[config.mk]
export PLATFORM = sky130hd
export DESIGN_NAME = id_ex_stage
export DESIGN_NICKNAME = d
export VERILOG_FILES = /design/src/rtl/id_ex_stage.sv
export SDC_FILE = /design/constraint.sdc
export NUM_CORES = 1
export LEC_CHECK = 0
export ABC_CLOCK_PERIOD_IN_PS = 7600
export BUFFER_PORTS_ARGS = -buffer_cell sky130_fd_sc_hd__buf_2
export CORE_AREA = 2 2 131 133
export DETAILED_ROUTE_END_ITERATION = 8
export DIE_AREA = 0 0 133 135
export GPL_ROUTABILITY_DRIVEN = 0
export PLACE_DENSITY_LB_ADDON = 0.25
export SLEW_MARGIN = 10
export SYNTH_ARGS = -nofsm -noshare
export SYNTH_HDL_FRONTEND = slang
export SYNTH_SLANG_ARGS = --single-unit
[constraint.sdc]
create_clock -name clk -period 7.6 [get_ports clk]
set_input_delay 0.38 -clock clk [delete_from_list [all_inputs] [get_ports clk]]
set_output_delay 0.38 -clock clk [all_outputs]
set_load 0.05 [all_outputs]
[src/rtl/id_ex_stage.sv]
// rtl/id_ex_stage.sv - ID/EX pipeline register with load-use hazard detection and flush bubbles
// Optional feature macro: ID_EX_PERF_EN (adds stall/flush event counters)
module id_ex_stage #(
  parameter int DATA_W = 32,
  parameter int REG_AW = 5
) (
  input  logic              clk,
  input  logic              rst,
  input  logic [11:0]       id_ctrl,
  input  logic [DATA_W-1:0] id_rd1,
  input  logic [DATA_W-1:0] id_rd2,
  input  logic [DATA_W-1:0] id_imm,
  input  logic [DATA_W-1:0] id_pc4,
  input  logic [REG_AW-1:0] id_rs,
  input  logic [REG_AW-1:0] id_rt,
  input  logic [REG_AW-1:0] id_rd,
  input  logic [REG_AW-1:0] id_shamt,
  input  logic [5:0]        id_funct,
  input  logic              flush,
  output logic              stall_o,
  output logic [11:0]       ex_ctrl,
  output logic [DATA_W-1:0] ex_rd1,
  output logic [DATA_W-1:0] ex_rd2,
  output logic [DATA_W-1:0] ex_imm,
  output logic [DATA_W-1:0] ex_pc4,
  output logic [REG_AW-1:0] ex_rs,
  output logic [REG_AW-1:0] ex_rt,
  output logic [REG_AW-1:0] ex_rd,
  output logic [REG_AW-1:0] ex_shamt,
  output logic [5:0]        ex_funct,
  output logic              ex_valid
`ifdef ID_EX_PERF_EN
  ,
  output logic [31:0]       perf_stall_cnt,
  output logic [31:0]       perf_flush_cnt
`endif
);

  // MemRead position inside the control bundle
  localparam int MEMREAD_BIT = 7;

  logic [11:0]       ex_ctrl_q,  ex_ctrl_d;
  logic [DATA_W-1:0] ex_rd1_q,   ex_rd1_d;
  logic [DATA_W-1:0] ex_rd2_q,   ex_rd2_d;
  logic [DATA_W-1:0] ex_imm_q,   ex_imm_d;
  logic [DATA_W-1:0] ex_pc4_q,   ex_pc4_d;
  logic [REG_AW-1:0] ex_rs_q,    ex_rs_d;
  logic [REG_AW-1:0] ex_rt_q,    ex_rt_d;
  logic [REG_AW-1:0] ex_rd_q,    ex_rd_d;
  logic [REG_AW-1:0] ex_shamt_q, ex_shamt_d;
  logic [5:0]        ex_funct_q, ex_funct_d;
  logic              ex_valid_q, ex_valid_d;
  logic              bubble;

  // Load-use hazard: a real load in EX whose nonzero destination is read by the ID instruction
  always_comb begin
    stall_o = !rst && ex_valid_q && ex_ctrl_q[MEMREAD_BIT] && (ex_rt_q != '0) &&
              ((ex_rt_q == id_rs) || (ex_rt_q == id_rt));
    bubble  = stall_o || flush;
  end

  // Next EX slot: a bubble only kills control and valid, operands always load
  always_comb begin
    ex_ctrl_d  = bubble ? 12'h000 : id_ctrl;
    ex_valid_d = !bubble;
    ex_rd1_d   = id_rd1;
    ex_rd2_d   = id_rd2;
    ex_imm_d   = id_imm;
    ex_pc4_d   = id_pc4;
    ex_rs_d    = id_rs;
    ex_rt_d    = id_rt;
    ex_rd_d    = id_rd;
    ex_shamt_d = id_shamt;
    ex_funct_d = id_funct;
  end

  // EX slot register; reset leaves a bubble
  always_ff @(posedge clk or posedge rst) begin
    if (rst) begin
      ex_ctrl_q  <= '0;
      ex_rd1_q   <= '0;
      ex_rd2_q   <= '0;
      ex_imm_q   <= '0;
      ex_pc4_q   <= '0;
      ex_rs_q    <= '0;
      ex_rt_q    <= '0;
      ex_rd_q    <= '0;
      ex_shamt_q <= '0;
      ex_funct_q <= '0;
      ex_valid_q <= 1'b0;
    end else begin
      ex_ctrl_q  <= ex_ctrl_d;
      ex_rd1_q   <= ex_rd1_d;
      ex_rd2_q   <= ex_rd2_d;
      ex_imm_q   <= ex_imm_d;
      ex_pc4_q   <= ex_pc4_d;
      ex_rs_q    <= ex_rs_d;
      ex_rt_q    <= ex_rt_d;
      ex_rd_q    <= ex_rd_d;
      ex_shamt_q <= ex_shamt_d;
      ex_funct_q <= ex_funct_d;
      ex_valid_q <= ex_valid_d;
    end
  end

  assign ex_ctrl  = ex_ctrl_q;
  assign ex_rd1   = ex_rd1_q;
  assign ex_rd2   = ex_rd2_q;
  assign ex_imm   = ex_imm_q;
  assign ex_pc4   = ex_pc4_q;
  assign ex_rs    = ex_rs_q;
  assign ex_rt    = ex_rt_q;
  assign ex_rd    = ex_rd_q;
  assign ex_shamt = ex_shamt_q;
  assign ex_funct = ex_funct_q;
  assign ex_valid = ex_valid_q;

`ifdef ID_EX_PERF_EN
  logic [31:0] perf_stall_cnt_q, perf_stall_cnt_d;
  logic [31:0] perf_flush_cnt_q, perf_flush_cnt_d;

  // Event counters; free-running wrap at 2^32
  always_comb begin
    perf_stall_cnt_d = perf_stall_cnt_q + {31'd0, stall_o};
    perf_flush_cnt_d = perf_flush_cnt_q + {31'd0, flush};
  end

  // Counter registers, cleared by reset
  always_ff @(posedge clk or posedge rst) begin
    if (rst) begin
      perf_stall_cnt_q <= '0;
      perf_flush_cnt_q <= '0;
    end else begin
      perf_stall_cnt_q <= perf_stall_cnt_d;
      perf_flush_cnt_q <= perf_flush_cnt_d;
    end
  end

  assign perf_stall_cnt = perf_stall_cnt_q;
  assign perf_flush_cnt = perf_flush_cnt_q;
`endif

endmodule

==> results.json, run 1 <==
{
  "status": "finished, final reports clean",
  "fraction_of_layout_cells_with_a_size_suffix_above_1_pct": 65.92,
  "reg2reg_to": "ex_ctrl[11]$_DFF_PP0_",
  "total_power_density_per_cell_area_nw_per_um2": 296.2,
  "timing.slew.headroom_pct": 40.76,
  "hold_class": "in -> reg",
  "detail_route.wirelength_um": 11980,
  "die_area_sq_um": 17960,
  "detailedRoute.firstIterationViolations": 124,
  "finalHoldViolations": 0,
  "vias_per_cell": 3.851,
  "share_comb_of_total_power_pct": 14.0,
  "boundaryPins": 337,
  "reg2reg_launch_point": "ex_rt[1]$_DFF_PP0_",
  "arr_time_crit_path_ns": 2.26,
  "irDropWorstVdd_mv": 0.1318,
  "first_pass_detailed_route_iteration_total": 4,
  "area.growth.synth_to_final_pct": 56.48,
  "cp_data_required_time_ns": 7.22,
  "tritoncts": "done",
  "floorplan.initialDensity_pct": 27.55,
  "first_global_vias": 3396,
  "p_int_uw": 1507,
  "final_min_period_over_clock_period_pct": 34.68,
  "maxCapViolations": 0,
  "global_route.overflow_total": 0,
  "drcViolationCount": 0,
  "buffer_ports.inserted": 336,
  "min_period_ns": 2.635,
  "worst_path_max_delay_cell": "or4_1",
  "post_synth_inst_count": 214,
  "number_of_antenna_diodes": 0,
  "timing.reg2reg.setup_slack_ns": 5.94,
  "final_ws_setup_ns": 4.965,
  "fin_tns_setup_ns": 0,
  "floorplan.core_area_sq_um": 16410,
  "setup_viol": 0,
  "cts.htree.levels": 4,
  "postRouteAntennaNets": 0,
  "max_fclk_mhz": 379.5,
  "layout_commonest_cell": "buf_2",
  "synth_area_sq_um": 4519,
  "finish.net_count": 737,
  "detailed_placement_wirelength_estimate_um": 9274,
  "post_cts_hold_buffer_count": 0,
  "path_delay_family": "simple AND/OR/NAND/NOR gates",
  "power.sequential.fraction_pct": 45.2,
  "preCtsSetupSlack_ns": 4.983,
  "post_cts_buffers": 0,
  "hold_sp": "id_rd2[21]",
  "worst_path_clk_slew_ns": 0.07,
  "number_of_buffer_and_inverter_stages_on_the_critical_path": 1,
  "pwr-share-clk_pct": 40.9,
  "cp-start-kind": "register",
  "ys_seq_elements": 167,
  "final.setup_skew_ns": 0.003871,
  "grt_antenna_before_repair": 0,
  "layout.cells.most_common_list": "buf_2 (336), dfrtp_1 (167), clkbuf_16 (17), nand2b_1 (12)",
  "grt_first_pass_wirelength_um": 18280,
  "power.share.switching_pct": 28.07,
  "cts_buffers": 17,
  "cts.repair.resized": 0,
  "std_cell_rows": 47,
  "chipWidth_um": 133,
  "path_max_fanout": 14,
  "static-leakage-power_uw": 0.003677,
  "crit_type": "reg -> out",
  "crit_path_end_kind": "output pin",
  "min_delay_path_depth": 1,
  "cts.sinks": 167,
  "die-height_um": 135,
  "synth_nets": 383,
  "synth_cell_types": 15,
  "placed_cell_area_sq_um": 6476,
  "vias": 3085,
  "num-fill-cells": 1546,
  "min_delay_worst_endpoint": "ex_rd2[21]$_DFF_PP0_",
  "cts-root-to-sink-buffers": 2,
  "seq_area_frac_synth_pct": 92.47,
  "worstRegToRegCells": 3,
  "synth_warnings": 0,
  "worst_pin_slew_ns": 0.8886,
  "p_switching_uw": 588.0,
  "globalRouteTotalUtil_pct": 13.58,
  "clock_tree.root_cell": "clkbuf_16",
  "critPathMaxStageDelay_ns": 0.55,
  "synth_area_per_cell_sq_um": 21.12,
  "largest_net_degree_at_the_start_of_global_routing": 98,
  "worst_skew_pair_later_pin_latency_ns": 0.42,
  "cp_cell_sequence": "or4_1 -> o2111a_2 -> and2_2 -> buf_2",
  "rsz0062_at_grt": "no",
  "finish.instance_area_sq_um": 7072,
  "finalPower_uw": 2095,
  "finalMaxSlewViolations": 0,
  "route.detailed.wl_per_inst_um": 14.96
}
-- power by group through the flow --
stage	logic (uW)	clock network [uW]	registers, uW
4_1_cts	298	884	947
3_5_place_dp	297	0	963
6_report	293	856	946
2_1_floorplan	26.7	0	1130
3_3_place_gp	296	0	962
5_1_grt	308	925	950
-- through the flow --
step | std cells | hold slack, ns | util (%)
6_report | 801 | 0.06007 | 43.10
5_1_grt | 801 | 0.03487 | 43.10
4_1_cts | 801 | 0.03542 | 43.10
3_5_place_dp | 769 | 0.4893 | 39.47
3_3_place_gp | 769 | 0.4875 | 39.47
2_1_floorplan | 214 | 0.4114 | -
-- per-layer routing --
metal  up-vias  track usage (%)  wire (um)
met5         -                0          0
met4         0            6.750        271
met3        19            6.832       1409
met2       204            23.11       6292
met1      1473            13.87       4010
li1       1389                -          -
-- final cells by class --
| type | instances | area (sq um) | area share (%) |
|---|---|---|---|
| Timing Repair Buffer | 338 | 1697 | 23.99 |
| Inverter | 1 | 8.758 | 0.1239 |
| Multi-Input combinational cell | 43 | 316.6 | 4.476 |
| Clock buffer | 19 | 452.9 | 6.405 |
| Tap cell | 220 | 275.3 | 3.892 |
| Clock inverter | 13 | 142.6 | 2.017 |
| Sequential cell | 167 | 4179 | 59.09 |
-- sequential cells by signal, indices dropped and copies added, names as in the netlist, 5 cells and up --
register	count
ex_funct	6
ex_pc4	32
ex_rd	5
ex_rt	5
ex_rd2	32
ex_rs	5
ex_imm	32
ex_shamt	5
ex_ctrl	12
ex_rd1	32
-- how the worst max path moves through the flow --
stage                                  start      end  cells after the start
after global placement                   rst  stall_o                      5
after floorplan                          rst  stall_o                      3
after CTS                 ex_rt[1]$_DFF_PP0_  stall_o                      4
final                     ex_rt[1]$_DFF_PP0_  stall_o                      4
after global routing                     rst  stall_o                      5
after detailed placement                 rst  stall_o                      5
-- worst reg2reg max path: stages, from the launching register on --
cell and delay (ns):
dfrtp_1 0.42, or4_1 0.55, o2111a_2 0.42, a21oi_1 0.20
-- cells in the mapped netlist, drive strengths merged --
library cell    n  area (sq um)
a21oi          13         102.6
and2            1         7.510
buf             2         16.26
clkbuf          1         3.750
dfrtp         167          4179
inv             1         3.750
nand2           2         7.510
nand2b         12         75.07
nand3           2         10.01
o2111a          1         12.51
o22ai           1         6.260
or4             1         7.510
xnor2          10         87.58
-- cell families after synthesis --
family                 share of synthesized area [%]
AND/OR/NAND/NOR                                2.381
flip-flops                                     92.47
buffers and inverters                         0.5257
AO/OA/AOI/OAI                                  2.685
XOR/XNOR                                       1.938
Power figures use the tool's default switching activity.
==> inputs of run 2 (changes only) <==
--- a/config.mk
+++ b/config.mk
@@ -5,7 +5,7 @@
 export SDC_FILE = /design/constraint.sdc
 export NUM_CORES = 1
 export LEC_CHECK = 0
-export ABC_CLOCK_PERIOD_IN_PS = 7600
+export ABC_CLOCK_PERIOD_IN_PS = 2200
 export BUFFER_PORTS_ARGS = -buffer_cell sky130_fd_sc_hd__buf_2
 export CORE_AREA = 2 2 131 133
 export DETAILED_ROUTE_END_ITERATION = 8
==> constraint.sdc (replaced) <==
create_clock -name clk -period 2.2 [get_ports clk]
set_input_delay 0.11 -clock clk [delete_from_list [all_inputs] [get_ports clk]]
set_output_delay 0.11 -clock clk [all_outputs]
set_load 0.05 [all_outputs]
==> run 2 against run 1 <==
The run now fails in clock tree synthesis. Synthesized cell count unchanged. Synthesized area unchanged.
==> results.json, run 2 <==
{
  "status": "stopped before the end",
  "last-stage-reached": "clock tree synthesis",
  "run.stop_error": "[ERROR RSZ-0060] Max buffer count reached.",
  "cts_buffers": 17,
  "post_cts_hold_buffer_count": 161,
  "synth_warnings": 0,
  "cts.repair.resized": 0,
  "cts.sinks": 167,
  "synth_area_sq_um": 4519,
  "floorplan.initialDensity_pct": 27.55,
  "synth_top_cell_area_share_pct": 92.47,
  "preCtsSetupSlack_ns": 0.3213,
  "synth.most_common_cell": "dfrtp_1",
  "std_cell_rows": 47,
  "buffer_ports.inserted": 336,
  "post_synth_inst_count": 214,
  "synth_edf_count": 0,
  "synth_nets": 383,
  "post_cts_buffers": 1,
  "yosys_most_used_dff": "dfrtp_1",
  "chipWidth_um": 133,
  "cts-root-to-sink-buffers": 2,
  "synth_area_per_cell_sq_um": 21.12,
  "synth-async-reset-ratio_pct": 100.0,
  "placed_cell_area_sq_um": 6489,
  "netlist_top_cells_count": "dfrtp_1 (167), nand2b_1 (12), a21oi_2 (10), xnor2_1 (10), a21oi_1 (3)",
  "synth_top_cell_by_area": "dfrtp_1",
  "seq_area_frac_synth_pct": 92.47,
  "detailed_placement_wirelength_estimate_um": 9478,
  "cts.htree.levels": 4,
  "clock_tree.root_cell": "clkbuf_16",
  "synth_cell_types": 15,
  "die-height_um": 135,
  "boundaryPins": 337,
  "ys_seq_elements": 167,
  "synth_area_leaders": "dfrtp_1 (92%), a21oi_2 (1.9%), xnor2_1 (1.9%), nand2b_1 (1.7%), a21oi_1 (0.33%)"
}
==> run 2: cell families after synthesis <==
family                    Yosys count  share of synthesized area [%]
xor gates and xnor gates           10                          1.938
and+or+nand+nor                    18                          2.381
buffers and inverters               4                         0.5257
DFF                               167                          92.47
AOI/OAI and AO/OA                  15                          2.685
==> run 2: metrics by stage <==
step | hold WS [ns] | cells | setup TNS (ns)
3_3_place_gp | 0.2176 | 769 | 0
3_5_place_dp | 0.2193 | 769 | 0
2_1_floorplan | 0.1414 | 214 | -25.99
==> inputs of run 3 (changes only) <==
==> config.mk (replaced) <==
export PLATFORM = sky130hd
export DESIGN_NAME = id_ex_stage
export DESIGN_NICKNAME = d
export VERILOG_FILES = /design/src/rtl/id_ex_stage.sv
export SDC_FILE = /design/constraint.sdc
export NUM_CORES = 1
export LEC_CHECK = 0
export ABC_CLOCK_PERIOD_IN_PS = 2900
export BUFFER_PORTS_ARGS = -buffer_cell sky130_fd_sc_hd__buf_2
export CORE_MARGIN = 2
export CORE_UTILIZATION = 20
export DETAILED_ROUTE_END_ITERATION = 8
export GPL_ROUTABILITY_DRIVEN = 0
export PLACE_DENSITY_LB_ADDON = 0.15
export SLEW_MARGIN = 10
export SYNTH_ARGS = -nofsm -noshare
export SYNTH_HDL_FRONTEND = slang
export SYNTH_SLANG_ARGS = --single-unit
==> constraint.sdc (replaced) <==
create_clock -name clk -period 2.9 [get_ports clk]
set_input_delay 0.145 -clock clk [delete_from_list [all_inputs] [get_ports clk]]
set_output_delay 0.145 -clock clk [all_outputs]
set_load 0.05 [all_outputs]
==> run 3 against run 2 <==
The run now ends clean.
==> results.json, run 3 (same netlist as run 1, synthesis figures left out) <==
{
  "detail_route.wirelength.met1_um": 5355,
  "finish.net_count": 906,
  "finalPower_uw": 5541,
  "place.detailed.instances": 835,
  "cts.repair.resized": 0,
  "die_area_sq_um": 23810,
  "crit_path_end_kind": "output pin",
  "number_of_antenna_diodes": 0,
  "total_power_density_per_cell_area_nw_per_um2": 628.7,
  "final_ws_setup_ns": 0.5596,
  "cp_data_required_time_ns": 2.76,
  "worst_path_clk_slew_ns": 0.07,
  "area.growth.synth_to_final_pct": 94.99,
  "globalRouteTotalUtil_pct": 12.25,
  "worst_skew_pair_later_pin_latency_ns": 0.41,
  "cts_buffers": 17,
  "boundaryPins": 337,
  "floorplan.initialDensity_pct": 20.15,
  "drcViolationCount": 0,
  "chipWidth_um": 154.3,
  "std_cell_rows": 55,
  "multi_input_gate_area_in_the_final_layout_sq_um": 317.8,
  "postRouteAntennaNets": 0,
  "die-height_um": 154.3,
  "cts-root-to-sink-buffers": 2,
  "detailedRoute.firstIterationViolations": 96,
  "preCtsSetupSlack_ns": 0.9892,
  "maxCapViolations": 0,
  "grt_antenna_before_repair": 0,
  "hold_class": "in -> reg",
  "worstRegToRegCells": 3,
  "floorplan.core_area_sq_um": 22430,
  "non_filler_cells_in_the_finished_layout": 1035,
  "grt_first_pass_wirelength_um": 22320,
  "post_cts_hold_buffer_count": 168,
  "detailed_placement_wirelength_estimate_um": 10050,
  "tritoncts": "done",
  "timing.slew.headroom_pct": 47.74,
  "first_pass_detailed_route_iteration_total": 4,
  "whs_ns": 0.3566,
  "max_fclk_mhz": 427.3,
  "dr_wl_met3_um": 1098,
  "crit_type": "reg -> out",
  "path_max_fanout": 14,
  "final_min_period_over_clock_period_pct": 80.70,
  "arr_time_crit_path_ns": 2.20,
  "worst_pin_slew_ns": 0.7840,
  "cp-start-kind": "register",
  "global_route.overflow_total": 0,
  "rsz0062_at_grt": "no",
  "register_area_sq_um": 4179,
  "finalHoldViolations": 0,
  "layout.cells.most_common_list": "buf_2 (336), dlygate4sd3_1 (168), dfrtp_1 (167), clkbuf_16 (17), nand2b_1 (12)",
  "num-fill-cells": 2140,
  "cts.htree.levels": 4,
  "detail_route.wirelength_um": 14420,
  "fraction_of_layout_cells_with_a_size_suffix_above_1_pct": 50.93,
  "irDropWorstVdd_mv": 0.2933,
  "vias_per_cell": 3.631,
  "dr_wl_met2_um": 7754,
  "static-leakage-power_uw": 0.004358,
  "clock_tree.root_cell": "clkbuf_16",
  "vias": 3758,
  "layout_commonest_cell": "buf_2",
  "first_global_vias": 4319,
  "setup_viol": 0,
  "top_layer": "met4",
  "route.detailed.wl_per_inst_um": 13.93,
  "post_cts_buffers": 0,
  "min_period_ns": 2.340,
  "status": "finished, final reports clean",
  "buffer_ports.inserted": 336,
  "min_delay_path_depth": 2,
  "cts.sinks": 167,
  "final.setup_skew_ns": 0.008667,
  "finalMaxSlewViolations": 0,
  "largest_net_degree_at_the_start_of_global_routing": 130
}
## run 3: per-layer routing
layer | up-vias | global-route usage (%)
li1 | 1723 | -
met1 | 1842 | 13.08
met2 | 180 | 22.55
met3 | 13 | 4.231
met4 | 0 | 4.145
met5 | - | 0
## run 3: critical path, cell delays in order, from the launching register on
cell,delay (ns)
dfrtp_1,0.41
or4_1,0.54
o2111a_2,0.42
and2_4,0.22
buf_2,0.20
## run 3: final timing paths
| kind | endpoint | slack (ns) | from |
|---|---|---|---|
| max | stall_o | 0.56 | ex_rt[1]$_DFF_PP0_ |
| min | ex_rd1[6]$_DFF_PP0_ | 0.36 | id_rd1[6] |
| max reg2reg | ex_ctrl[1]$_DFF_PP0_ | 1.26 | ex_rt[1]$_DFF_PP0_ |
| min reg2reg | ex_ctrl[10]$_DFF_PP0_ | 0.85 | ex_valid$_DFF_PP0_ |
| max in group asynchronous | ex_pc4[29]$_DFF_PP0_ | 1.75 | rst |
| min in group asynchronous | ex_pc4[16]$_DFF_PP0_ | 0.48 | rst |
## run 3: cell type report
cell class	count	share of cell area (%)
multi-input cells	43	3.606
clock inverters	13	1.363
flip-flops and latches	167	47.42
well taps	285	4.047
clock buffers	19	4.913
repair buffers	507	38.56
inverters	1	0.08519
## run 3: where the power goes
group / total [uW] / leakage (uW) / switching (uW) / internal [uW]
Sequential: 2480 / 0.00196 / 34.8 / 2450
Combinational: 958 / 0.00214 / 627 / 331
Clock: 2100 / 0.000253 / 981 / 1120
## run 3: metrics by stage
stage	area [sq um]	TNS, ns	utilization [%]
2_1_floorplan	4524	-9.127	-
3_3_place_gp	6578	0	29.32
3_5_place_dp	6578	0	29.32
4_1_cts	8812	0	39.28
5_1_grt	8812	0	39.28
6_report	8812	0	39.28
==> inputs of run 4 (changes only) <==
--- a/config.mk
+++ b/config.mk
@@ -5,7 +5,8 @@
 export SDC_FILE = /design/constraint.sdc
 export NUM_CORES = 1
 export LEC_CHECK = 0
-export ABC_CLOCK_PERIOD_IN_PS = 2900
+export ABC_AREA = 1
+export ABC_CLOCK_PERIOD_IN_PS = 2050
 export BUFFER_PORTS_ARGS = -buffer_cell sky130_fd_sc_hd__buf_2
 export CORE_MARGIN = 2
 export CORE_UTILIZATION = 20
==> constraint.sdc (replaced) <==
create_clock -name clk -period 2.05 [get_ports clk]
set_input_delay 0.1025 -clock clk [delete_from_list [all_inputs] [get_ports clk]]
set_output_delay 0.1025 -clock clk [all_outputs]
set_load 0.05 [all_outputs]
==> run 4 against run 3 <==
Worst setup slack got worse by 0.27 ns. Flip-flop and latch count did not move. Clock skew fell by 0.0026 ns. Cell count rose by 3.4%. Sequential power rose by 42%. Core utilization fell by 0.059 points. Non-clock buffer count fell by 2. Sequential share of layout area fell by 0.074 points. Global-route usage fell by 0.065 points.
==> results.json, run 4 <==
{
  "status": "finished, final reports clean",
  "cts-root-to-sink-buffers": 2,
  "timing.slew.headroom_pct": 46.86,
  "die-height_um": 154.8,
  "grt_use_met2_pct": 22.36,
  "crit_path_end_kind": "output pin",
  "synth_top_cell_by_area": "dfrtp_1",
  "finalHoldViolations": 0,
  "worst_pin_slew_ns": 0.7971,
  "cp_cell_sequence": "inv_2 -> nand2_1 -> nand2_1 -> nor2_1 -> nand3_1 -> nand2_1 -> nand2_2 -> inv_1 -> buf_2",
  "synth_area_leaders": "dfrtp_1 (92%), inv_1 (2.1%), nand2_1 (1.7%), nor2_2 (1.2%), nor2_1 (0.99%)",
  "static-leakage-power_uw": 0.004540,
  "synth_top_cell_area_share_pct": 91.94,
  "cp-start-kind": "register",
  "die_area_sq_um": 23950,
  "fraction_of_layout_cells_with_a_size_suffix_above_1_pct": 48.91,
  "vias_per_cell": 3.591,
  "detail_route.wirelength_um": 14460,
  "first_global_vias": 4429,
  "chipWidth_um": 154.8,
  "std_cell_rows": 55,
  "min_period_ns": 1.761,
  "global_route.overflow_total": 0,
  "hold_class": "in -> reg",
  "layout.cells.most_common_list": "buf_2 (336), dfrtp_1 (167), dlygate4sd3_1 (167), inv_1 (24), nand2_1 (21)",
  "grt_util_met1_pct": 12.50,
  "finalMaxSlewViolations": 0,
  "irDropWorstVdd_mv": 0.4540,
  "detailed_placement_wirelength_estimate_um": 10030,
  "crit_type": "reg -> out",
  "final_min_period_over_clock_period_pct": 85.90,
  "groute.layer.met3.usage_pct": 4.483,
  "hold_sp": "flush",
  "clock_tree.root_cell": "clkbuf_16",
  "seq_area_frac_synth_pct": 91.94,
  "cp_data_required_time_ns": 1.95,
  "cts.htree.levels": 4,
  "rsz0062_at_grt": "no",
  "non_filler_cells_in_the_finished_layout": 1070,
  "synth_edf_count": 0,
  "path_max_fanout": 5,
  "setup_viol": 0,
  "finish.net_count": 939,
  "place.detailed.instances": 869,
  "synth_cell_types": 12,
  "finish.instance_area_sq_um": 8826,
  "synth_warnings": 0,
  "grt_first_pass_wirelength_um": 22380,
  "tritoncts": "done",
  "grt_antenna_before_repair": 2,
  "crit_top_cell": "nand2_1",
  "largest_net_degree_at_the_start_of_global_routing": 130,
  "globalRouteTotalUtil_pct": 12.18,
  "cts_buffers": 17,
  "final.setup_skew_ns": 0.006052,
  "synth-async-reset-ratio_pct": 100.0,
  "layout_commonest_cell": "buf_2",
  "worst_skew_pair_later_pin_latency_ns": 0.42,
  "buffer_ports.inserted": 336,
  "synth_area_per_cell_sq_um": 18.40,
  "synth_area_sq_um": 4546,
  "vias": 3842,
  "floorplan.initialDensity_pct": 20.20,
  "post_synth_inst_count": 247,
  "register_area_sq_um": 4179,
  "ys_seq_elements": 167,
  "boundaryPins": 337,
  "first_pass_detailed_route_iteration_total": 4,
  "area.growth.synth_to_final_pct": 94.16,
  "total_power_density_per_cell_area_nw_per_um2": 895.3,
  "synth.most_common_cell": "dfrtp_1",
  "netlist_top_cells_count": "dfrtp_1 (167), inv_1 (25), nand2_1 (21), nor2_1 (12), nor2_2 (9)",
  "postRouteAntennaNets": 0,
  "route.detailed.wl_per_inst_um": 13.52,
  "max_fclk_mhz": 567.9,
  "synth_nets": 416,
  "critical_path.startpoint": "ex_rt[1]$_DFF_PP0_",
  "floorplan.core_area_sq_um": 22500,
  "num-fill-cells": 2164,
  "maxCapViolations": 0,
  "placed_cell_area_sq_um": 6595,
  "worst_path_max_delay_cell": "dfrtp_1",
  "grt-busiest-layer": "met2",
  "detailedRoute.firstIterationViolations": 140,
  "arr_time_crit_path_ns": 1.66,
  "drcViolationCount": 0,
  "critPathMaxStageDelay_ns": 0.42,
  "worst_path_clk_slew_ns": 0.07,
  "cts.sinks": 167,
  "yosys_most_used_dff": "dfrtp_1",
  "reg2reg_launch_point": "ex_rt[1]$_DFF_PP0_",
  "multi_input_gate_area_in_the_final_layout_sq_um": 237.7
}
## run 4: cell count changes after synthesis, sizes merged, moves of 2 or more
cell,previous run,this run
a21oi,13,0
nor2,0,21
xnor2,10,2
nand2b,12,0
inv,1,29
nand4,0,2
nand2,2,23
## run 4: area by class of cell
cell class | count | share of cell area (%)
Clock inverter | 12 | 1.333
Clock buffer | 20 | 4.948
Multi-Input combinational cell | 50 | 2.694
Antenna cell | 2 | 0.05671
Sequential cell | 167 | 47.35
Inverter | 29 | 1.276
Timing Repair Buffer | 505 | 38.30
Tap cell | 285 | 4.040
## run 4: metrics by stage
stage / setup WS, ns / util (%) / total power [uW] / hold slack (ns) / TNS [ns]
2_1_floorplan: -1.156 / - / 4284 / 0.1339 / -47.20
3_3_place_gp: 0.7082 / 29.31 / 4668 / 0.2100 / 0
3_5_place_dp: 0.7148 / 29.31 / 4676 / 0.2118 / 0
4_1_cts: 0.2520 / 39.20 / 8064 / 0.05104 / 0
5_1_grt: 0.1141 / 39.20 / 8279 / 0.07525 / 0
6_report: 0.2891 / 39.22 / 7902 / 0.06711 / 0
## run 4: worst max-delay path: cells and delay by family, from the launching register on
family / cells / cell delay [ns]
and+or+nand+nor: 6 / 0.46
DFF: 1 / 0.42
buffers and inverters: 3 / 0.35
## run 4: logic make-up after synthesis
| kind of cell | after synthesis | share of synthesized area (%) |
|---|---|---|
| buffers and inverters | 30 | 2.835 |
| flip-flops | 167 | 91.94 |
| XOR/XNOR | 2 | 0.3854 |
| AND/OR/NAND/NOR | 48 | 4.844 |
## run 4: power by group
group | switching [uW] | internal (uW)
clock network | 1360 | 1690
logic | 889 | 458
registers | 46.2 | 3460
## run 4: worst paths after layout
kind,cells after the start,slack (ns),end
max,9,0.29,stall_o
max reg2reg,9,0.75,ex_ctrl[11]$_DFF_PP0_
min reg2reg,5,0.83,ex_valid$_DFF_PP0_
max in group asynchronous,4,0.94,ex_imm[31]$_DFF_PP0_
min,4,0.07,ex_ctrl[8]$_DFF_PP0_
min in group asynchronous,4,0.46,ex_rd1[19]$_DFF_PP0_
## run 4: per-layer routing
| layer | vias to the layer above | share of wire (%) |
|---|---|---|
| met5 | - | 0 |
| met2 | 179 | 54 |
| met3 | 21 | 6.6 |
| met1 | 1856 | 38 |
| met4 | 0 | 2.1 |
| li1 | 1786 | - |
## run 4: repair_timing
action | in CTS | in global routing
resized for setup | 0 | 0
buffers inserted | 0 | 0
endpoints found under the hold margin | 273 | 0
hold buffers | 167 | 0
